[config.mk]
export PLATFORM = sky130hd
export DESIGN_NAME = uart_rx_os
export DESIGN_NICKNAME = d
export VERILOG_FILES = /design/src/rtl/uart_pkg.sv /design/src/rtl/uart_baud_tick.sv /design/src/rtl/uart_rx_os.sv
export SDC_FILE = /design/constraint.sdc
export NUM_CORES = 1
export LEC_CHECK = 0
export BUFFER_PORTS_ARGS = -buffer_cell sky130_fd_sc_hd__clkbuf_2
export CAP_MARGIN = 10
export CORE_MARGIN = 1.5
export CORE_UTILIZATION = 58
export DETAILED_ROUTE_END_ITERATION = 16
export PLACE_DENSITY = 0.82
export SETUP_SLACK_MARGIN = 0.15
export SYNTH_ARGS = -nofsm -noshare
export SYNTH_HDL_FRONTEND = slang
export SYNTH_SLANG_ARGS = --single-unit
[constraint.sdc]
create_clock -name clk -period 2.16 [get_ports clk]
set_clock_uncertainty 0.05 [all_clocks]
set_input_delay 0.216 -clock clk [delete_from_list [all_inputs] [get_ports clk]]
set_output_delay 0.216 -clock clk [all_outputs]
set_load 0.05 [all_outputs]
[src/rtl/uart_pkg.sv]
// Shared UART definitions: parity encodings, receiver FSM states, baud divider
// helper and a configuration sanity check used at elaboration.
package uart_pkg;

    localparam int PAR_NONE = 0;
    localparam int PAR_EVEN = 1;
    localparam int PAR_ODD  = 2;

    typedef enum logic [2:0] {
        ST_IDLE   = 3'd0,
        ST_START  = 3'd1,
        ST_DATA   = 3'd2,
        ST_PARITY = 3'd3,
        ST_STOP   = 3'd4
    } rx_state_e;

    function automatic int uart_div(input int clk_freq, input int baud, input int os);
        return clk_freq / (baud * os);
    endfunction

    function automatic bit uart_cfg_ok(input int div, input int os, input int data_bits,
                                       input int parity, input int stop_bits);
        return (div >= 1) && (os >= 8) && (os % 2 == 0) &&
               (data_bits >= 5) && (data_bits <= 9) &&
               (parity >= PAR_NONE) && (parity <= PAR_ODD) &&
               (stop_bits == 1 || stop_bits == 2);
    endfunction

endpackage

[src/rtl/uart_baud_tick.sv]
// Free-running divider producing a one-cycle tick every DIV clocks.
module uart_baud_tick #(
    parameter int DIV = 4
) (
    input  logic clk,
    input  logic rst_n,
    output logic tick
);
    localparam int            CW   = (DIV > 1) ? $clog2(DIV) : 1;
    localparam logic [CW-1:0] LAST = CW'(DIV - 1);

    logic [CW-1:0] cnt_q, cnt_d;

    always_comb begin
        cnt_d = (cnt_q == LAST) ? '0 : cnt_q + CW'(1);
    end

    always_ff @(posedge clk) begin
        if (!rst_n) cnt_q <= '0;
        else        cnt_q <= cnt_d;
    end

    assign tick = (cnt_q == LAST);

endmodule

[src/rtl/uart_rx_os.sv]
// Oversampling UART receiver: mid-bit sampling, start-glitch rejection,
// parity/framing/overrun reporting and a valid/ready output port.
module uart_rx_os
    import uart_pkg::*;
#(
    parameter int CLK_FREQ   = 50_000_000,
    parameter int BAUD       = 115200,
    parameter int OVERSAMPLE = 16,
    parameter int DATA_BITS  = 8,
    parameter int PARITY     = 0,
    parameter int STOP_BITS  = 1
) (
    input  logic                 clk,
    input  logic                 rst_n,
    input  logic                 rx,
    output logic [DATA_BITS-1:0] rx_data,
    output logic                 rx_valid,
    input  logic                 rx_ready,
    output logic                 parity_err,
    output logic                 frame_err,
    output logic                 overrun,
    output logic                 busy
);
    localparam int DIV = uart_div(CLK_FREQ, BAUD, OVERSAMPLE);
    localparam int OSW = $clog2(OVERSAMPLE);
    localparam int BW  = $clog2(DATA_BITS);

    localparam logic [OSW-1:0] OS_HALF   = OSW'(OVERSAMPLE / 2 - 1);
    localparam logic [OSW-1:0] OS_LAST   = OSW'(OVERSAMPLE - 1);
    localparam logic [BW-1:0]  BIT_LAST  = BW'(DATA_BITS - 1);
    localparam logic [BW-1:0]  STOP_LAST = BW'(STOP_BITS - 1);

    if (!uart_cfg_ok(DIV, OVERSAMPLE, DATA_BITS, PARITY, STOP_BITS)) begin : g_cfg_err
        $error("uart_rx_os: unsupported parameter combination");
    end

    logic tick;

    uart_baud_tick #(.DIV(DIV)) u_tick (
        .clk   (clk),
        .rst_n (rst_n),
        .tick  (tick)
    );

    rx_state_e              state_q, state_d;
    logic                   rx_meta_q, rx_meta_d, rx_s_q, rx_s_d;
    logic [OSW-1:0]         os_cnt_q, os_cnt_d;
    logic [BW-1:0]          bit_cnt_q, bit_cnt_d;
    logic [DATA_BITS-1:0]   shreg_q, shreg_d;
    logic                   perr_q, perr_d, ferr_q, ferr_d;
    logic                   armed_q, armed_d, done_q, done_d;
    logic [DATA_BITS-1:0]   rx_data_q, rx_data_d;
    logic                   rx_valid_q, rx_valid_d;
    logic                   parity_err_q, parity_err_d, frame_err_q, frame_err_d;
    logic                   overrun_q, overrun_d;
    logic                   centre;

    always_ff @(posedge clk) begin
        if (!rst_n) state_q <= ST_IDLE;
        else        state_q <= state_d;
    end

    always_comb begin
        state_d = state_q;
        if (tick) begin
            case (state_q)
                ST_IDLE:   if (armed_q && !rx_s_q) state_d = ST_START;
                ST_START:  if (os_cnt_q == OS_HALF) state_d = rx_s_q ? ST_IDLE : ST_DATA;
                ST_DATA:   if (os_cnt_q == OS_LAST && bit_cnt_q == BIT_LAST)
                               state_d = (PARITY != PAR_NONE) ? ST_PARITY : ST_STOP;
                ST_PARITY: if (os_cnt_q == OS_LAST) state_d = ST_STOP;
                ST_STOP:   if (os_cnt_q == OS_LAST && bit_cnt_q == STOP_LAST) state_d = ST_IDLE;
                default:   state_d = ST_IDLE;
            endcase
        end
    end

    // Sampling datapath; the last stop sample returns to IDLE mid-bit so the next start edge is caught early.
    always_comb begin
        rx_meta_d = rx;
        rx_s_d    = rx_meta_q;
        os_cnt_d  = os_cnt_q;
        bit_cnt_d = bit_cnt_q;
        shreg_d   = shreg_q;
        perr_d    = perr_q;
        ferr_d    = ferr_q;
        armed_d   = armed_q;
        done_d    = 1'b0;
        centre    = (os_cnt_q == OS_LAST);
        if (tick) begin
            case (state_q)
                ST_IDLE: begin
                    os_cnt_d  = '0;
                    bit_cnt_d = '0;
                    if (rx_s_q) begin
                        armed_d = 1'b1;
                    end else if (armed_q) begin
                        armed_d = 1'b0;
                        perr_d  = 1'b0;
                        ferr_d  = 1'b0;
                    end
                end
                ST_START: begin
                    os_cnt_d = (os_cnt_q == OS_HALF) ? '0 : os_cnt_q + OSW'(1);
                end
                ST_DATA: begin
                    os_cnt_d = centre ? '0 : os_cnt_q + OSW'(1);
                    if (centre) begin
                        shreg_d   = {rx_s_q, shreg_q[DATA_BITS-1:1]};
                        bit_cnt_d = (bit_cnt_q == BIT_LAST) ? '0 : bit_cnt_q + BW'(1);
                    end
                end
                ST_PARITY: begin
                    os_cnt_d = centre ? '0 : os_cnt_q + OSW'(1);
                    if (centre) perr_d = (^shreg_q) ^ rx_s_q ^ (PARITY == PAR_ODD);
                end
                ST_STOP: begin
                    os_cnt_d = centre ? '0 : os_cnt_q + OSW'(1);
                    if (centre) begin
                        if (!rx_s_q) ferr_d = 1'b1;
                        if (bit_cnt_q == STOP_LAST) begin
                            bit_cnt_d = '0;
                            done_d    = 1'b1;
                        end else begin
                            bit_cnt_d = bit_cnt_q + BW'(1);
                        end
                    end
                end
                default: os_cnt_d = '0;
            endcase
        end
    end

    // Output port: a held frame is never overwritten; a frame completing against it is dropped.
    always_comb begin
        rx_data_d    = rx_data_q;
        rx_valid_d   = rx_valid_q;
        parity_err_d = parity_err_q;
        frame_err_d  = frame_err_q;
        overrun_d    = 1'b0;
        if (done_q) begin
            if (!rx_valid_q || rx_ready) begin
                rx_data_d    = shreg_q;
                parity_err_d = perr_q;
                frame_err_d  = ferr_q;
                rx_valid_d   = 1'b1;
            end else begin
                overrun_d = 1'b1;
            end
        end else if (rx_valid_q && rx_ready) begin
            rx_valid_d = 1'b0;
        end
    end

    always_ff @(posedge clk) begin
        if (!rst_n) begin
            rx_meta_q    <= 1'b1;
            rx_s_q       <= 1'b1;
            os_cnt_q     <= '0;
            bit_cnt_q    <= '0;
            shreg_q      <= '0;
            perr_q       <= 1'b0;
            ferr_q       <= 1'b0;
            armed_q      <= 1'b0;
            done_q       <= 1'b0;
            rx_data_q    <= '0;
            rx_valid_q   <= 1'b0;
            parity_err_q <= 1'b0;
            frame_err_q  <= 1'b0;
            overrun_q    <= 1'b0;
        end else begin
            rx_meta_q    <= rx_meta_d;
            rx_s_q       <= rx_s_d;
            os_cnt_q     <= os_cnt_d;
            bit_cnt_q    <= bit_cnt_d;
            shreg_q      <= shreg_d;
            perr_q       <= perr_d;
            ferr_q       <= ferr_d;
            armed_q      <= armed_d;
            done_q       <= done_d;
            rx_data_q    <= rx_data_d;
            rx_valid_q   <= rx_valid_d;
            parity_err_q <= parity_err_d;
            frame_err_q  <= frame_err_d;
            overrun_q    <= overrun_d;
        end
    end

    always_comb begin
        busy = (state_q != ST_IDLE);
    end

    assign rx_data    = rx_data_q;
    assign rx_valid   = rx_valid_q;
    assign parity_err = parity_err_q;
    assign frame_err  = frame_err_q;
    assign overrun    = overrun_q;

endmodule
### After elaboration in Yosys (flattened, before gate mapping)

Index checks and enable logic that the tools add are counted.

* register bits: 41
* input bits: 4
* output and inout bits: 13
* word-level logic and storage cells: 95

* bitwise gates (word level): 2
* muxes and demuxes: 28
* equality and inequality tests: 19
* reduce and logical (&&, ||, !) cells: 27
* add/sub/neg operators: 3

Operator list (number)
* $mux W3: 9
* $ne A2 B2 Y1 const B: 10
* $pmux W3 S5: 1
* $reduce_and A6 Y1: 2
* $mux W1: 11
* $pmux W3 S3: 1
* $mux W4: 2
* $pmux W4 S2: 1
* $reduce_and A2 Y1: 4
* $reduce_and A4 Y1: 2
* $reduce_xor A8 Y1: 1
* $eq A3 B2 Y1 const B: 2
* $eq A3 B3 Y1 const B: 2
* $logic_not A3 Y1: 2
* $reduce_bool A2 Y1: 3
* $reduce_bool A3 Y1: 2
* $add A5 B1 Y5 const B: 1
* $eq A5 B5 Y1 const B: 1
* $reduce_and A5 Y1: 1
* $add A4 B1 Y4 const B: 1
* $eq A4 B3 Y1 const B: 1
* $eq A4 B4 Y1 const B: 1
* $logic_and A1 B1 Y1: 4
* $pmux W1 S2: 2
* other kinds (11): 12

### Longest topological paths before layout

* word-level depth: 4
* depth in mapped cells: 7
* depth with buffers taken out: 7

### Cells and area by module

From an unflattened synthesis, not the netlist that was laid out.

* cells, all modules: 196
* area, all modules: 2033.2 um^2

By module, submodules not included
* uart_rx_os: times used 1, area an instance 1759.2 um^2, cells an instance 174, sequential area each 720.7 um^2
* uart_baud_tick: times used 1, area an instance 274.0 um^2, cells an instance 22, sequential area each 100.1 um^2

### Worst setup path before layout

Ideal clock, no wire load.

* path type: reg2reg
* from: register u_tick.cnt_q[0]
* to: register shreg_q[0]
* required time: 1.994 ns
* path buffers: 1
* setup time: 0.116 ns
* slack: 0.452 ns
* period minus slack after synthesis: 1.708 ns
* cell stages (with the launch flop): 8
* data arrival time: 1.542 ns
* path through: dfxtp_1 > inv_1 > ha_1 > nand4b_1 > or4_1 > buf_2 > mux2i_1 > nor2b_1

* cells in the longest elaborated chain, start to end: 2

Ends and longest elaborated chain
* start: declaration: line uart_baud_tick.sv:12 `logic [CW-1:0] cnt_q, cnt_d;`
* start signal: assignment: line uart_baud_tick.sv:20 `else cnt_q <= cnt_d;`
* $eq A5 B5 Y1: line uart_baud_tick.sv:23 `assign tick = (cnt_q == LAST);`
* $reduce_and A3 Y1 (no line)
* end signal: assignment: line uart_rx_os.sv:176 `shreg_q <= shreg_d;`
* end: declaration: line uart_rx_os.sv:49 `logic [DATA_BITS-1:0] shreg_q, shreg_d;`

No other way between the ends.
A chain may end at the register's enable or synchronous reset.

### Worst setup path after layout

* from: register state_q[0]
* to: output busy

* cells in the longest elaborated chain, start to end: 1

Ends and longest elaborated chain
* start: declaration: line uart_rx_os.sv:45 `rx_state_e state_q, state_d;`
* start signal: assignment: line uart_rx_os.sv:60 `else state_q <= state_d;`
* $reduce_bool A3 Y1: line uart_rx_os.sv:190 `busy = (state_q != ST_IDLE);`
* end: declaration: line uart_rx_os.sv:22 `output logic busy`

No other way between the ends.

==> run metrics <==
final setup violation count=0; total grt overflow=0; Slew HR=0.5629; Crit-path slowest cell=dfxtp_1; CTS Root Cell=clkbuf_4; number of global-route vias before repair=~1,300; status=finished, final reports clean; Startpoint Class=register; Final Non-Filler Cells=256; Cell variety after synth=slightly above 40; top cells by area, synth=dfxtp_1 (43%), mux2i_1 (11%), nor2b_1 (7.8%); boundary pin count=17; synthesized area per cell=approximately 9.8 um^2; Clock transition at path regs=roughly 0.12 ns; Starting Density=0.6185; EDFF count, synth=0; P&R area growth vs syn=10.76%; Crit path arrival time=1.60 ns; Post-Route WL=3.324 mm; # H-tree levels=2; routed length per instance=between 10 and 15 um; Crit. End Element=output port; Sum Neg Setup Slack=0 ns; Post-Synthesis Cells=196; dpl hpwl=2.333 mm; worst path cell trace=nor3_2 > inv_1 > clkbuf_2; Core Rows=20; Die H=60.53 um; Crit Path Max Fanout=12; commonest non-fill, non-tap cell in the layout=dfxtp_1; Buffers on Ports=16; Synthesized Nets=206; core area=0.003103 mm^2; Post-route DRC=0; Total GRT Usage=0.2070; Max rail drop VDD=approximately 540 uV; unrepaired setup endpoints after global routing=yes; Final period util=0.8634; initial antenna violation count=0; Die ar.=0.003663 mm^2; Synth area leader=dfxtp_1; clk_lat worst skew=between 0.3 and 0.4 ns; top_reg_cell synth=dfxtp_1; worst hold slack=0.1106 ns; delay-heaviest family, CP=flip-flops; Worst-Margin Slew=0.6501 ns; post-route minimum period=between 1.5 and 2 ns; Fin. Hold Viols=0; Design Area, Final=approximately 0.0021 mm^2; worst hold path class=in -> reg; CTS max path bufs=2; leakage power=0.9540 nW; global-route wire length before repair=5.589 mm; dpl cells=248; share of layout cells above drive strength 1=0.1557; initial DRC count=39; top-area cell type share of the netlist area=0.4276; DP Area=between 0.002 and 0.0025 mm^2; fmax=~540 MHz; Slew Viols, Final=0; Crit path largest cell delay=0.47 ns; Synth async-reset ratio=0; fin nets=222; R2R setup slack=0.30 ns; DRT antenna net count=0; pwr/cell area=604.1 mW/mm^2; ant diodes=0; CTS Buf Count=5; setup ws final=0.2951 ns; CTS tree=done; Req. time, crit path=1.89 ns; Setup Crit Path Kind=reg -> out; vias after detailed routing=1,375; Yosys Warn Count=0; RD Place Congestion=0.8896; vias per cell=between 5 and 6; worst path buffer plus inverter count=2; Fillers=259; max cap viols=0; synthesized area=between 0.0015 and 0.002 mm^2; most frequent cells in the layout=dfxtp_1 (40), nor2b_1 (24), mux2i_1 (22); DRT Pass-1 Iters=4; largest net degree at the start of global routing=27; die width=just over 60 um; dpl ws=~0.26 ns; sequential share of the synthesized area=0.4276; clock sinks=41; Synth Register Bits=41
-- cells by family (layout without fill, tap and decap cells) --
family          count (synthesis)  after routing  synth area share
compound gates                 18             18           0.08149
xor+xnor                       11             11           0.05736
fa+ha+maj                       7              7           0.04433
buf+inv                        15             31           0.03194
flops                          41             41            0.4276
mux                            22             22            0.1147
simple gates                   82             82            0.2425
-- cells in the mapped netlist, types with 4 or more instances --
cell,n
dfxtp_1,41
nor2b_1,24
mux2i_1,22
nand2_1,13
nor2_1,11
nand3_1,9
ha_1,6
nand2b_1,6
xnor2_1,6
clkbuf_1,5
inv_1,5
buf_2,4
xor2_1,4
-- sequential cells by signal, summed over array words and instances, names as in the netlist --
name / cells
state_q: 3
overrun: 1
ferr_q: 1
bit_cnt_q: 3
frame_err: 1
rx_meta_q: 1
armed_q: 1
u_tick.cnt_q: 5
os_cnt_q: 4
rx_data: 8
rx_valid: 1
rx_s_q: 1
shreg_q: 8
perr_q: 1
parity_err: 1
done_q: 1
-- report_power, final --
group          leakage (nW)  switching (mW)  internal [mW]
Clock                0.0410           0.244          0.236
Combinational         0.581          0.0175         0.0192
Sequential            0.332         0.00612          0.762
-- layer usage --
layer	track usage	share of wire
met5	0	0
met4	0.09317	0.015
met3	0.06397	0.039
met2	0.3292	0.49
met1	0.2597	0.46
-- layout make-up --
cell class	count	area (um^2)	share of cell area
inverter	5	18.77	0.008829
multi-input combinational	140	1052	0.4950
clock inverter	2	35.03	0.01648
tap	44	55.05	0.02590
clock buffer	5	37.54	0.01766
sequential	41	822.0	0.3867
timing repair buffer	19	105.1	0.04944
-- final timing paths --
check	end	depth (start not counted)	start
max	busy	3	state_q[0]$_SDFFE_PN0P_
min	rx_valid$_SDFFE_PN0P_	3	rx_ready
max reg2reg	bit_cnt_q[2]$_SDFFE_PN0P_	6	os_cnt_q[0]$_SDFFE_PN0N_
min reg2reg	rx_s_q$_SDFF_PN1_	1	rx_meta_q$_SDFF_PN1_
-- metrics by stage --
step,util,power (mW)
floorplan,-,0.8105
global placement,0.6532,0.8182
detailed placement,0.6532,0.8212
CTS,0.6815,1.296
global route,0.6851,1.337
finish,0.6851,1.284
-- worst min-delay path: cells and delay by family --
family | cells | cell delay [ns]
compound gates | 1 | 0.15
buf+inv | 1 | 0.07
simple gates | 1 | 0.05
-- what timing repair did --
action,4_1_cts,5_1_grt
gates resized for setup,1,3
hold buffers,1,0
endpoints found under the setup margin,1,13
endpoints found under the hold margin,1,0
buffers inserted,0,0
(Power assumes the default switching activity.)
